**src/rtl/bitstream_loader.sv**
```systemverilog
// rtl/bitstream_loader.sv - buffers a byte-stream bitstream, then shifts it gap-free into the config chain.
// Optional chain echo verification pass enabled by defining PROG_VERIFY_EN.
module bitstream_loader #(
  parameter int CHAIN_LEN = 64
) (
  input  logic       clk,
  input  logic       rst_n,
  input  logic       start,
  input  logic       abort,
  input  logic [7:0] s_data,
  input  logic       s_valid,
  output logic       s_ready,
  output logic       prog_en,
  output logic       prog_in,
  input  logic       prog_out,
  output logic       busy,
  output logic       done,
  output logic       err
);

  localparam int NBYTES = (CHAIN_LEN + 7) / 8;
  localparam int TOT    = NBYTES * 8;
  localparam int IW     = $clog2(TOT);
  localparam int CW     = $clog2(CHAIN_LEN + 1);
  localparam int BW     = $clog2(NBYTES + 1);

`ifdef PROG_VERIFY_EN
  typedef enum logic [1:0] {IDLE, LOAD, SHIFT, VERIFY} state_t;
`else
  typedef enum logic [1:0] {IDLE, LOAD, SHIFT} state_t;
`endif

  state_t          state;
  logic [TOT-1:0]  bitbuf;
  logic [TOT-1:0]  buf_next;
  logic [CW-1:0]   bit_cnt;
  logic [BW-1:0]   byte_cnt;
  logic            last_bit;
  logic            nxt_bit;

  // Bytes shift in from the bottom, so byte 0's MSB ends up at the top: stream bit k lives at TOT-1-k.
  assign buf_next = (bitbuf << 8) | TOT'(s_data);
  assign nxt_bit  = bitbuf[IW'(TOT - 2) - IW'(bit_cnt)];
  assign last_bit = (bit_cnt == CW'(CHAIN_LEN - 1));
  assign s_ready  = (state == LOAD);

`ifdef PROG_VERIFY_EN
  logic cur_bit;
  assign cur_bit = bitbuf[IW'(TOT - 1) - IW'(bit_cnt)];
`else
  logic unused_prog_out;
  assign unused_prog_out = prog_out;
`endif

  always_ff @(posedge clk or negedge rst_n) begin
    if (!rst_n) begin
      state    <= IDLE;
      bitbuf   <= '0;
      bit_cnt  <= '0;
      byte_cnt <= '0;
      prog_en  <= 1'b0;
      prog_in  <= 1'b0;
      busy     <= 1'b0;
      done     <= 1'b0;
      err      <= 1'b0;
    end else begin
      done <= 1'b0;
      if (abort && state != IDLE) begin
        state   <= IDLE;
        prog_en <= 1'b0;
        prog_in <= 1'b0;
        busy    <= 1'b0;
      end else begin
        case (state)
          IDLE: begin
            if (start) begin
              state    <= LOAD;
              busy     <= 1'b1;
              err      <= 1'b0;
              byte_cnt <= '0;
            end
          end
          LOAD: begin
            if (s_valid) begin
              bitbuf   <= buf_next;
              byte_cnt <= byte_cnt + BW'(1);
              // First serial bit is registered on the accepting edge so the burst starts next cycle.
              if (byte_cnt == BW'(NBYTES - 1)) begin
                state   <= SHIFT;
                bit_cnt <= '0;
                prog_en <= 1'b1;
                prog_in <= buf_next[TOT-1];
              end
            end
          end
          SHIFT: begin
            if (last_bit) begin
`ifdef PROG_VERIFY_EN
              state   <= VERIFY;
              bit_cnt <= '0;
              prog_in <= bitbuf[TOT-1];
`else
              state   <= IDLE;
              prog_en <= 1'b0;
              prog_in <= 1'b0;
              done    <= 1'b1;
              busy    <= 1'b0;
`endif
            end else begin
              bit_cnt <= bit_cnt + CW'(1);
              prog_in <= nxt_bit;
            end
          end
`ifdef PROG_VERIFY_EN
          VERIFY: begin
            if (prog_out != cur_bit) err <= 1'b1;
            if (last_bit) begin
              state   <= IDLE;
              prog_en <= 1'b0;
              prog_in <= 1'b0;
              done    <= 1'b1;
              busy    <= 1'b0;
            end else begin
              bit_cnt <= bit_cnt + CW'(1);
              prog_in <= nxt_bit;
            end
          end
`endif
          default: state <= IDLE;
        endcase
      end
    end
  end

endmodule

```
**config.mk**
```make
export PLATFORM = sky130hd
export DESIGN_NAME = bitstream_loader
export DESIGN_NICKNAME = d
export VERILOG_FILES = /design/src/rtl/bitstream_loader.sv
export SDC_FILE = /design/constraint.sdc
export NUM_CORES = 1
export LEC_CHECK = 0
export CORE_ASPECT_RATIO = 0.75
export CORE_MARGIN = 8
export CORE_UTILIZATION = 60
export DETAILED_ROUTE_END_ITERATION = 6
export PLACE_DENSITY = 0.79
export SLEW_MARGIN = 20
export SYNTH_ARGS = -nofsm -noshare
export SYNTH_HDL_FRONTEND = slang
export SYNTH_SLANG_ARGS = --single-unit
```
**constraint.sdc**
```tcl
create_clock -name clk -period 2.7 [get_ports clk]
set_input_delay 0.54 -clock clk [delete_from_list [all_inputs] [get_ports clk]]
set_output_delay 0.54 -clock clk [all_outputs]
set_load 0.01 [all_outputs]
```
=== Word-level counts from Yosys, hierarchy flattened ===
Index checks and enable logic that the tools add are counted.

* Output and inout bits: 6
* Memory bits (writable): 0
* Input bits: 14
* Bits in registers: 81
* Bits in read-only memories: 0
* Latch bits: 0
* Memories kept: 0

* Magnitude comparators: 1
* Bitwise operators: 2
* Add/sub/neg operators: 3
* Equal/unequal tests: 12
* Reductions and logical operators: 14
* Shift-type cells: 0
* Mux-type cells: 31
* Divide/modulo/power cells: 0
* $mul: 0

{| class="wikitable"
|+ Operators with widths
! kind !! count
|-
| OR 64 x 8 -> 64 bit || 1
|-
| two-way mux 7 bit || 3
|-
| two-way mux 1 bit || 14
|-
| one-hot mux 7 bit (2 select lines) || 1
|-
| AND reduction 4 bit || 3
|-
| two-way mux 2 bit || 5
|-
| AND reduction 3 bit || 3
|-
| two-way mux 4 bit || 2
|-
| one-hot mux 4 bit (2 select lines) || 1
|-
| adder 7 x 1 -> 7 bit (second input constant) || 1
|-
| == test 7 x 6 -> 1 bit (second input constant) || 1
|-
| < comparator 6 x 7 -> 1 bit (second input constant) || 1
|-
| binary-select mux 1 bit (select 6 bit) || 1
|-
| != test 2 bit (second input constant) || 3
|-
| != test 3 bit (second input constant) || 2
|-
| one-hot mux 1 bit (2 select lines) || 3
|-
| one-hot mux 2 bit (3 select lines) || 1
|-
| nonzero test 2 bit || 3
|-
| nonzero test 3 bit || 2
|-
| subtractor 6 bit (first input constant) || 1
|-
| AND reduction 5 bit || 1
|-
| adder 4 x 1 -> 4 bit (second input constant) || 1
|-
| == test 4 x 3 -> 1 bit (second input constant) || 1
|-
| != test 3 x 1 -> 1 bit (second input constant) || 1
|-
| other kinds (7) || 7
|}

=== Longest topological paths before layout ===
* Word-level depth: 6
* Mapped depth: 8
* Depth with buffers taken out: 8

=== Worst setup path after synthesis ===
No wires, ideal clock.

* Path type: register to register
* Start point: reg bit_cnt[1]
* End point: reg prog_in
* Arrival: 2.185 ns
* Setup time: 0.141 ns
* Required time: 2.559 ns
* Path buffers: 1
* Cell stages (with the launch flop): 9
* Setup slack: 0.374 ns
* Period minus slack after synthesis: 2.326 ns
* Path through: dfrtp_1 -> ha_1 -> xnor2_4 -> buf_6 -> mux4_2 -> mux2i_1 -> nor2_1 -> o32ai_2 -> a41oi_1

* Longest elaborated chain between the ends: 6

{| class="wikitable"
|+ RTL lines
! what !! line !! RTL
|-
| from (decl) || 36 || <nowiki>logic [CW-1:0] bit_cnt;</nowiki>
|-
| from (signal assigned) || 110 || <nowiki>bit_cnt <= bit_cnt + CW'(1);</nowiki>
|-
| subtractor 6 bit || 43 || <nowiki>assign nxt_bit = bitbuf[IW'(TOT - 2) - IW'(bit_cnt)];</nowiki>
|-
| binary-select mux 1 bit (select 6 bit) || 43 ||
|-
| two-way mux 1 bit (implied by the code) || 43 ||
|-
| two-way mux 1 bit (*) || 97 || <nowiki>if (last_bit) begin</nowiki>
|-
| one-hot mux 1 bit (2 select lines) (*) || 74 || <nowiki>case (state)</nowiki>
|-
| two-way mux 1 bit (*) || 68 || <nowiki>if (abort && state != IDLE) begin</nowiki>
|-
| to (signal assigned) || 92 || <nowiki>prog_in <= buf_next[TOT-1];</nowiki>
|-
| to (signal assigned) || 111 || <nowiki>prog_in <= nxt_bit;</nowiki>
|-
| to (decl) || 14 || <nowiki>output logic prog_in,</nowiki>
|}

Every way passes the cells marked *; elsewhere a longest branch is shown, timed or not. The select of a mux whose other input is x is not followed.
A chain may end at the register's enable or synchronous reset.

=== Worst setup path in the final report ===
* Start point: reg bit_cnt[0]
* End point: reg prog_in

Same word-level chain as after synthesis.

==> results.sh <==
export IMPL_status="complete, no violations"
export IMPL_grt_pass1_wl_mm=11.9
export IMPL_grt_pass1_vias=2421
export IMPL_power_density_nw_per_um2=853
export IMPL_synth_seq_area_share_pct=51.1
export IMPL_antenna_found_initial=0
export IMPL_die_w_um=110
export IMPL_synth_avg_cell_area_um2=13.5
export IMPL_synthCells=294
export IMPL_gr_total_overflow=0
export IMPL_max_cap_violations=0
export IMPL_relSlewSlack_pct=63.7
export IMPL_cts_tree="built"
export IMPL_gp_congestion=0.842
export IMPL_fill_cells=430
export IMPL_fp_coreArea_um2=6350
export IMPL_root_buffer="clkbuf_8"
export IMPL_synthArstFlopShare_pct=100
export IMPL_timing_final_ws_setup_ps=271
export IMPL_dpl_hpwl_mm=4.91
export IMPL_seqCellArea_um2=2030
export IMPL_layout_cells_non_filler=398
export IMPL_cp_data_arrival_time_ps=2650
export IMPL_antenna_left=0
export IMPL_post_cts_resized=0
export IMPL_fin_crit_sh_pct=90.0
export IMPL_fin_crit_ps=2430
export IMPL_fin_hold_ws_ps=193
export IMPL_synth_area_leader_cell="dfrtp_1"
export IMPL_cts_sinks=81
export IMPL_synthFlopType="dfrtp_1"
export IMPL_nets=329
export IMPL_irDropWorstVdd_mv=0.588
export IMPL_synth_most_common_cell="dfrtp_1"
export IMPL_die_h_um=86.4
export IMPL_track_usage_pct=16.0
export IMPL_power_leakage_nw=1.94
export IMPL_worstSkewPairLatency_ps=350
export IMPL_drt_iter0_drc=92
export IMPL_setup_tns_ps=0
export IMPL_crit_fanout=16
export IMPL_multi_input_comb_area_um2=1830
export IMPL_place_port_buffers=17
export IMPL_max_freq_ghz=0.412
export IMPL_crit_required_ps=2920
export IMPL_cp_start_kind="flip-flop"
export IMPL_max_slew_worst_pin_slew_ps=541
export IMPL_row_count=25
export IMPL_syn_area_um2=3970
export IMPL_postCtsSetupRepairBufs=0
export IMPL_drt_pass1_iterations=4
export IMPL_ctsLongestPathBuffers=2
export IMPL_drv_slew=0
export IMPL_drive_gt1_share_pct=33.1
export IMPL_cts_hold_buf=0
export IMPL_finalHoldViolCount=0
export IMPL_area_growth_pct=13.0
export IMPL_diodes=0
export IMPL_hold_class="in2async"
export IMPL_drc=0
export IMPL_cts_htree_levels=3
export IMPL_syn_nets=311
export IMPL_dp_slack_ps=186
export IMPL_vias=2408
export IMPL_total_power_mw=3.82
export IMPL_die_area_um2=9500
export IMPL_viasPerCell=6.05
export IMPL_drt_wl_total_mm=7.09
export IMPL_grt_max_degree=82
export IMPL_synth_area_leaders="dfrtp_1, mux2_2, mux4_2"
export IMPL_synth_top_area_share_pct=51.1
export IMPL_worst_clock_skew_ps=7.72
export IMPL_initial_utilization_pct=62.5
export IMPL_netlist_top_cells_count="dfrtp_1, mux2_2, nand2_1, o21ai_0"
export IMPL_rsz0062_at_grt="no"
export IMPL_synthDistinctLibCells=45
export IMPL_cp_end_kind="flip-flop"
export IMPL_synth_edf_count=0
export IMPL_ys_warn_count=0
export IMPL_ys_seq_elements=81
export IMPL_critical_path_class="reg2reg"
export IMPL_cts_buffers=9
export IMPL_pin_count=20
export IMPL_clk_transition_reported_paths_ps=80
export IMPL_wl_per_cell_um=17.8
export IMPL_placed_cells=382
export IMPL_report_final_setup_viol=0
==> per-layer routing <==
| metal | share of wire (%) | wire [um] | GRT usage, % |
|---|---|---|---|
| met4 | 1.4 | 101 | 6.11 |
| met2 | 47 | 3310 | 23.3 |
| met3 | 4.1 | 288 | 4.37 |
| met5 | 0 | 0 | 0 |
| met1 | 48 | 3390 | 22.2 |
==> path summary, 6_finish.rpt <==
kind,start,endpoint,slack (ps),cells after the start
min,rst_n,bit_cnt[4]$_DFFE_PN0P_,190,2
max in group asynchronous,rst_n,bitbuf[29]$_DFFE_PN0P_,2170,2
max reg2reg,bit_cnt[0]$_DFFE_PN0P_,prog_in$_DFFE_PN0P_,270,8
min in group clk,bitbuf[58]$_DFFE_PN0P_,bitbuf[58]$_DFFE_PN0P_,510,1
max,bit_cnt[0]$_DFFE_PN0P_,prog_in$_DFFE_PN0P_,270,8
min reg2reg,bitbuf[58]$_DFFE_PN0P_,bitbuf[58]$_DFFE_PN0P_,510,1
==> per-stage QoR <==
step | area (um^2) | utilization, %
6_report | 4490 | 70.6
5_1_grt | 4490 | 70.6
4_1_cts | 4490 | 70.6
3_5_place_dp | 4270 | 67.3
3_3_place_gp | 4270 | 67.3
2_1_floorplan | 3970 | -
==> registers in the layout (all words and copies together) (netlist names) <==
signal and count:
state 2, busy 1, prog_en 1, bit_cnt 7, bitbuf 64, done 1
byte_cnt 4, prog_in 1
==> cells in the final DEF, fill, tap and decap left out, drive strengths merged, types with 2 or more instances in the layout <==
cell / n
dfrtp: 81
mux2: 64
clkdlybuf4s50: 16
mux4: 16
nand2: 12
o21ai: 12
nor2b: 10
a21oi: 10
clkbuf: 10
buf: 10
mux2i: 9
nor2: 8
inv: 7
nor3: 6
or3: 4
nand3: 4
nand2b: 3
ha: 3
nand4: 2
o31ai: 2
a21o: 2
xor2: 2
and3: 2
clkinvlp: 2
xnor2: 2
==> critical path, cell delays in order (launching register included) <==
cell,delay (ps)
dfrtp_1,390
ha_1,300
xnor2_4,180
buf_12,190
mux4_2,540
mux2i_1,190
nor2b_1,80
o32ai_2,270
a41oi_1,140
==> power by group <==
part           switching (mW)  internal, mW  total [mW]
sequential              0.338          1.66        2.00
combinational           0.292         0.617       0.909
clock                   0.452         0.465       0.917
total                    1.08          2.74        3.82
==> logic make-up (layout without fill, tap and decap cells) <==
family                   Yosys count  count (layout)  share of synthesized area, %
multiplexers                      89              89                          30.1
flip-flops                        81              81                          51.1
adder cells (fa/ha/maj)            3               3                         0.946
AND/OR/NAND/NOR                   55              55                          7.25
buffers and inverters             23              46                          2.93
other                              1               1                        0.0945
XOR/XNOR                           4               4                          1.36
AO/OA/AOI/OAI                     38              38                          6.27
==> final cells by class <==
| cell class | count | share of cell area [%] |
|---|---|---|
| Clock buffer | 10 | 3.07 |
| Clock inverter | 6 | 1.65 |
| Inverter | 4 | 0.335 |
| Multi-Input combinational cell | 190 | 40.9 |
| Sequential cell | 81 | 45.2 |
| Tap cell | 81 | 2.26 |
| Timing Repair Buffer | 26 | 6.64 |
Note: power is estimated with default switching activity, not from simulation.
==> variant 1 (same flow settings) <==
Build with the macro `PROG_VERIFY_EN` defined.
--- a/src/rtl/bitstream_loader.sv
+++ b/src/rtl/bitstream_loader.sv
@@ -1,5 +1,7 @@
 // rtl/bitstream_loader.sv - buffers a byte-stream bitstream, then shifts it gap-free into the config chain.
 // Optional chain echo verification pass enabled by defining PROG_VERIFY_EN.
+`define PROG_VERIFY_EN
+
 module bitstream_loader #(
   parameter int CHAIN_LEN = 64
 ) (
Check against the original RTL: same outputs for any inputs over 10 cycles, from zero or initial values and one cycle with rst_n low; that may be too few to reach the edited logic, so the function may still have changed.
==> variant 1 against the original RTL <==
Setup slack lost 0.14 ns. Design area grew 15%. Sequential cell count grew 1. Count of clock-buffer cells in the layout grew 1. Largest cell class is now multi-input gates. Sequential share of layout area shrank 5.3 points. Routed wire length grew 37%. Area after synthesis grew 16%. Highest routed layer unchanged.
Power is not compared: it rests on default switching activity, and its combinational part moved more than twofold at a synthesized area within 25%.
==> variant 1: results (changes against the original RTL) <==
[setup_path]
arrival_ns=2.81  ; was 2.65 ns
slowest_delay_ns=0.59  ; was 0.54 ns
rr_worst_depth=7  ; was 8
r2r_start=bit_cnt[0]  ; unchanged
r2r_slack_ns=0.13  ; was 0.27 ns
critPathMaxFanout=10  ; was 16
crit_path_top_delay_cell=mux4_1  ; was mux4_2

[route]
firstDrtPassIters=6  ; was 4
wl_met3_um=635  ; was 288 um
vias=3061  ; was 2408
wl_met1_um=4570  ; was 3390 um
drt_iter0_markers=273  ; was 92
route.met2.wl_um=4380  ; was 3310 um
wl_um=9690  ; was 7090 um
top_layer_used=met4  ; unchanged

[clock_tree]
htree_levels=3  ; unchanged
clock-root-buffer=clkbuf_8  ; unchanged
clk_pin_slew_ns=0.08  ; about the same
cts_made_buffers=9  ; unchanged

[status]
status=complete, no violations  ; unchanged

[logic_synthesis]
synthTopCellsByCount=82 x dfrtp_1, 67 x mux2_2, 27 x mux4_2  ; was 81 x dfrtp_1, 64 x mux2_2, 12 x nand2_1, 12 x o21ai_0
netlist_top_cells_area=dfrtp_1 45%, mux2_2 16%, mux4_2 13%, mux4_1 4.6%, mux2i_1 1.7%  ; was dfrtp_1 51%, mux2_2 18%, mux4_2 5.7%, mux4_1 4.0%, mux2i_1 2.3%
synth-main-ff-cell=dfrtp_1  ; unchanged
yosysSeqAreaShare_pct=44.6  ; was 51.1%
ys_types=55  ; was 45
syn-num-nets=363  ; was 311
syn_inst=343  ; was 294

[global_routing]
antenna_found_initial=0  ; unchanged
met1_usage_pct=30.4  ; was 22.2%
grt_max_degree=49  ; was 82
grt_use_met3_pct=4.32  ; was 4.37%
groute.usage.overall_pct=19.8  ; was 16.0%
grt_pass1_vias=3076  ; was 2421
grt_pass1_wl_um=16600  ; was 11900 um
gr-usage-met2_pct=27.4  ; was 23.3%

[sta]
skew_ns=0.0109  ; was 0.00772 ns
max-slew-margin-rel_pct=62.8  ; was 63.7%
fin_crit_ns=2.57  ; was 2.43 ns
hold_slack_ns=0.132  ; was 0.193 ns

[layout]
area_growth_pct=11.6  ; was 13.0%
nets=382  ; was 329
fin_cells=467  ; was 398
fillCellCount=513  ; was 430
layout-drive-gt1-share_pct=34.7  ; was 33.1%

[placed_design]
placedCellCount=452  ; was 382
gp_congestion=0.844  ; was 0.842
dpl.hpwl_um=6960  ; was 4910 um
port_buffers=19  ; was 17
pre_cts_ws_ns=0.114  ; was 0.186 ns

[min_path]
min_path_type=input pin to asynchronous set/reset pin  ; unchanged

[power]
ir_worst_vdd_mv=0.578

-- variant 1: area by class of cell --
| class | count | area share, % |
|---|---|---|
| inverter | 9 | 0.657 |
| timing repair buffer | 33 | 6.50 |
| tap | 101 | 2.46 |
| multi-input combinational | 227 | 46.7 |
| clock buffer | 11 | 2.75 |
| clock inverter | 4 | 1.02 |
| sequential | 82 | 39.9 |
-- variant 1: what timing repair did --
item                                    in CTS  in global routing
gates resized for setup                      0                  1
hold endpoints to repair                     0                  0
hold buffers                                 0                  0
endpoints found under the setup margin       0                  1
-- variant 1: power groups by stage --
| stage | Combinational (mW) | Sequential (mW) | Clock, mW |
|---|---|---|---|
| after floorplan | 2.01 | 2.01 | 0 |
| after global placement | 2.37 | 2.23 | 0 |
| after detailed placement | 2.46 | 2.24 | 0 |
| after CTS | 2.48 | 2.22 | 0.899 |
| after global routing | 2.69 | 2.30 | 0.955 |
| final | 2.48 | 2.23 | 0.884 |
-- variant 1: cell families after synthesis --
group	count (synthesis)	synth area share [%]
buf+inv	34	3.34
simple gates	56	5.87
flops	82	44.6
fa+ha+maj	6	1.63
mux	110	35.9
compound gates	50	7.77
xor+xnor	5	0.951
-- variant 1: critical path: cells and delay by family, from the launching register on --
family                     cells  cell delay (ns)
and+or+nand+nor                1             0.07
DFF                            1             0.39
AOI/OAI and AO/OA              1             0.27
buffers and inverters          1             0.22
adders and majority gates      1             0.32
muxes                          3             1.20
-- variant 1: per-stage QoR --
step	instance area, um^2	util [%]
6_report	5140	69.5
5_1_grt	5140	69.5
4_1_cts	5140	69.4
3_5_place_dp	4940	66.8
3_3_place_gp	4940	66.8
2_1_floorplan	4610	-
==> variant 2 (same flow settings) <==
Made on the original files. One comparison of `bit_cnt` changes from == to >=.
--- a/src/rtl/bitstream_loader.sv
+++ b/src/rtl/bitstream_loader.sv
@@ -41,7 +41,7 @@
   // Bytes shift in from the bottom, so byte 0's MSB ends up at the top: stream bit k lives at TOT-1-k.
   assign buf_next = (bitbuf << 8) | TOT'(s_data);
   assign nxt_bit  = bitbuf[IW'(TOT - 2) - IW'(bit_cnt)];
-  assign last_bit = (bit_cnt == CW'(CHAIN_LEN - 1));
+  assign last_bit = (bit_cnt >= CW'(CHAIN_LEN - 1));
   assign s_ready  = (state == LOAD);
 
 `ifdef PROG_VERIFY_EN
Behaviour: same outputs for any inputs over 10 cycles, from zero or initial values and one cycle with rst_n low; that may be too few to reach the edited logic, so the function may still have changed.
==> variant 2 against the original RTL <==
Clock power is 15% higher. Synthesized cell count is 4.1% higher. Area after synthesis increased by 1.4%. Sequential cell count is the same. Design area up 1.3%. Total power up 6.3%. Setup slack improved by 0.24 ns. Critical path depth shrank 1. Routed wire length increased by 4.6%. Global-route usage increased by 0.44 points. Largest power group unchanged. Highest routed layer unchanged.
==> variant 2: results (changes against the original RTL) <==
[placed_design]
pre_cts_ws_ns=0.422  ; was 0.186 ns
port_buffers=17  ; unchanged
place_area_mm2=0.00430  ; was 0.00427 mm^2
gp_congestion=0.917  ; was 0.842
dpl.hpwl_um=5070  ; was 4910 um

[global_routing]
groute.usage.overall_pct=16.5  ; was 16.0%
grt_max_degree=67  ; was 82
grt_pass1_wl_um=12700  ; was 11900 um

[route]
vias=2468  ; was 2408
wl_um=7410  ; was 7090 um
drt_iter0_markers=138  ; was 92

[logic_synthesis]
ys_types=48  ; was 45
ys_warn_count=0  ; unchanged
yosysSeqAreaShare_pct=50.4  ; was 51.1%
synthTopCellsByCount=81 x dfrtp_1, 66 x mux2_2, 22 x nand2_1  ; was 81 x dfrtp_1, 64 x mux2_2, 12 x nand2_1, 12 x o21ai_0
synthArstFlopShare_pct=100  ; unchanged
syn-num-nets=322  ; was 311
netlist_top_cells_area=dfrtp_1 50%, mux2_2 18%, mux4_2 8.4%, nand2_1 2.1%, o21ai_0 2.0%  ; was dfrtp_1 51%, mux2_2 18%, mux4_2 5.7%, mux4_1 4.0%, mux2i_1 2.3%

[setup_path]
critPathMaxFanout=10  ; was 16
rr_worst_depth=7  ; was 8
reg2reg_to=bit_cnt[5]  ; was prog_in
r2r_slack_ns=0.51  ; was 0.27 ns

[layout]
layout-drive-gt1-share_pct=34.8  ; was 33.1%
nets=344  ; was 329
area_growth_pct=12.9  ; was 13.0%

[power]
intPower_mw=2.93  ; was 2.74 mW
p_leak_nw=1.98  ; was 1.94 nW
ir_worst_vdd_mv=0.591  ; was 0.588 mV

[sta]
skew_ns=0.00900  ; was 0.00772 ns
tightest_slew_ns=0.742  ; was 0.541 ns

[clock_tree]
ctsResizeCount=0  ; unchanged
cts_made_buffers=9  ; unchanged

[status]
status=complete, no violations  ; unchanged

==> variant 2: power groups by stage <==
stage | combinational [mW] | clock (mW) | sequential, mW
5_1_grt | 1.07 | 1.12 | 2.11
3_5_place_dp | 0.979 | 0 | 2.06
6_report | 0.978 | 1.05 | 2.04
2_1_floorplan | 0.799 | 0 | 1.91
3_3_place_gp | 0.943 | 0 | 2.03
4_1_cts | 0.990 | 1.07 | 2.04
==> variant 2: final cells by class <==
| cell class | instances | area share (%) |
|---|---|---|
| Clock buffer | 9 | 2.73 |
| Clock inverter | 7 | 2.56 |
| Inverter | 6 | 0.496 |
| Multi-Input combinational cell | 200 | 40.9 |
| Sequential cell | 81 | 44.6 |
| Tap cell | 84 | 2.31 |
| Timing Repair Buffer | 30 | 6.39 |
==> variant 2: metrics by stage <==
step | std cells | hold WS, ns | power [mW]
floorplan | 306 | 0.244 | 2.71
global placement | 401 | 0.483 | 2.97
detailed placement | 401 | 0.491 | 3.04
CTS | 417 | 0.208 | 4.10
global route | 417 | 0.226 | 4.30
finish | 417 | 0.189 | 4.07
==> variant 2: kinds of logic (layout without fill, tap and decap cells) <==
family,Yosys count,after routing,share of synthesized area (%)
compound gates,42,42,6.72
fa+ha+maj,2,2,0.622
mux,87,87,28.8
flops,81,81,50.4
other cells,1,1,0.0932
xor+xnor,6,6,1.77
buf+inv,25,52,3.51
simple gates,62,62,8.15
==> variant 2: how the worst max path moves through the flow <==
stage	endpoint	slack [ns]	from	depth (start not counted)
finish	bit_cnt[5]	0.51	bit_cnt[0]	7
global route	bit_cnt[4]	0.34	bit_cnt[0]	7
CTS	s_ready	0.52	state[1]	3
detailed placement	prog_in	0.42	s_valid	7
global placement	prog_in	0.44	s_valid	7
floorplan	prog_in	0.61	bit_cnt[1]	7
==> variant 2: per-layer routing <==
layer	GRT usage [%]	share of wire [%]	vias up	wire length, um
li1	-	-	1168	-
met1	22.2	48	1232	3540
met3	5.58	5.3	14	392
met2	24.4	45	54	3360
met4	5.50	1.5	0	111
met5	0	0	-	0
==> variant 2: worst max-delay path, stage by stage, from the launching register on <==
cell and delay (ns):
dfrtp_1 0.38, buf_4 0.22, a21oi_1 0.12, o31ai_1 0.66, o22ai_1 0.20, nand2b_1 0.25, nor2_1 0.09, a2bb2oi_1 0.14
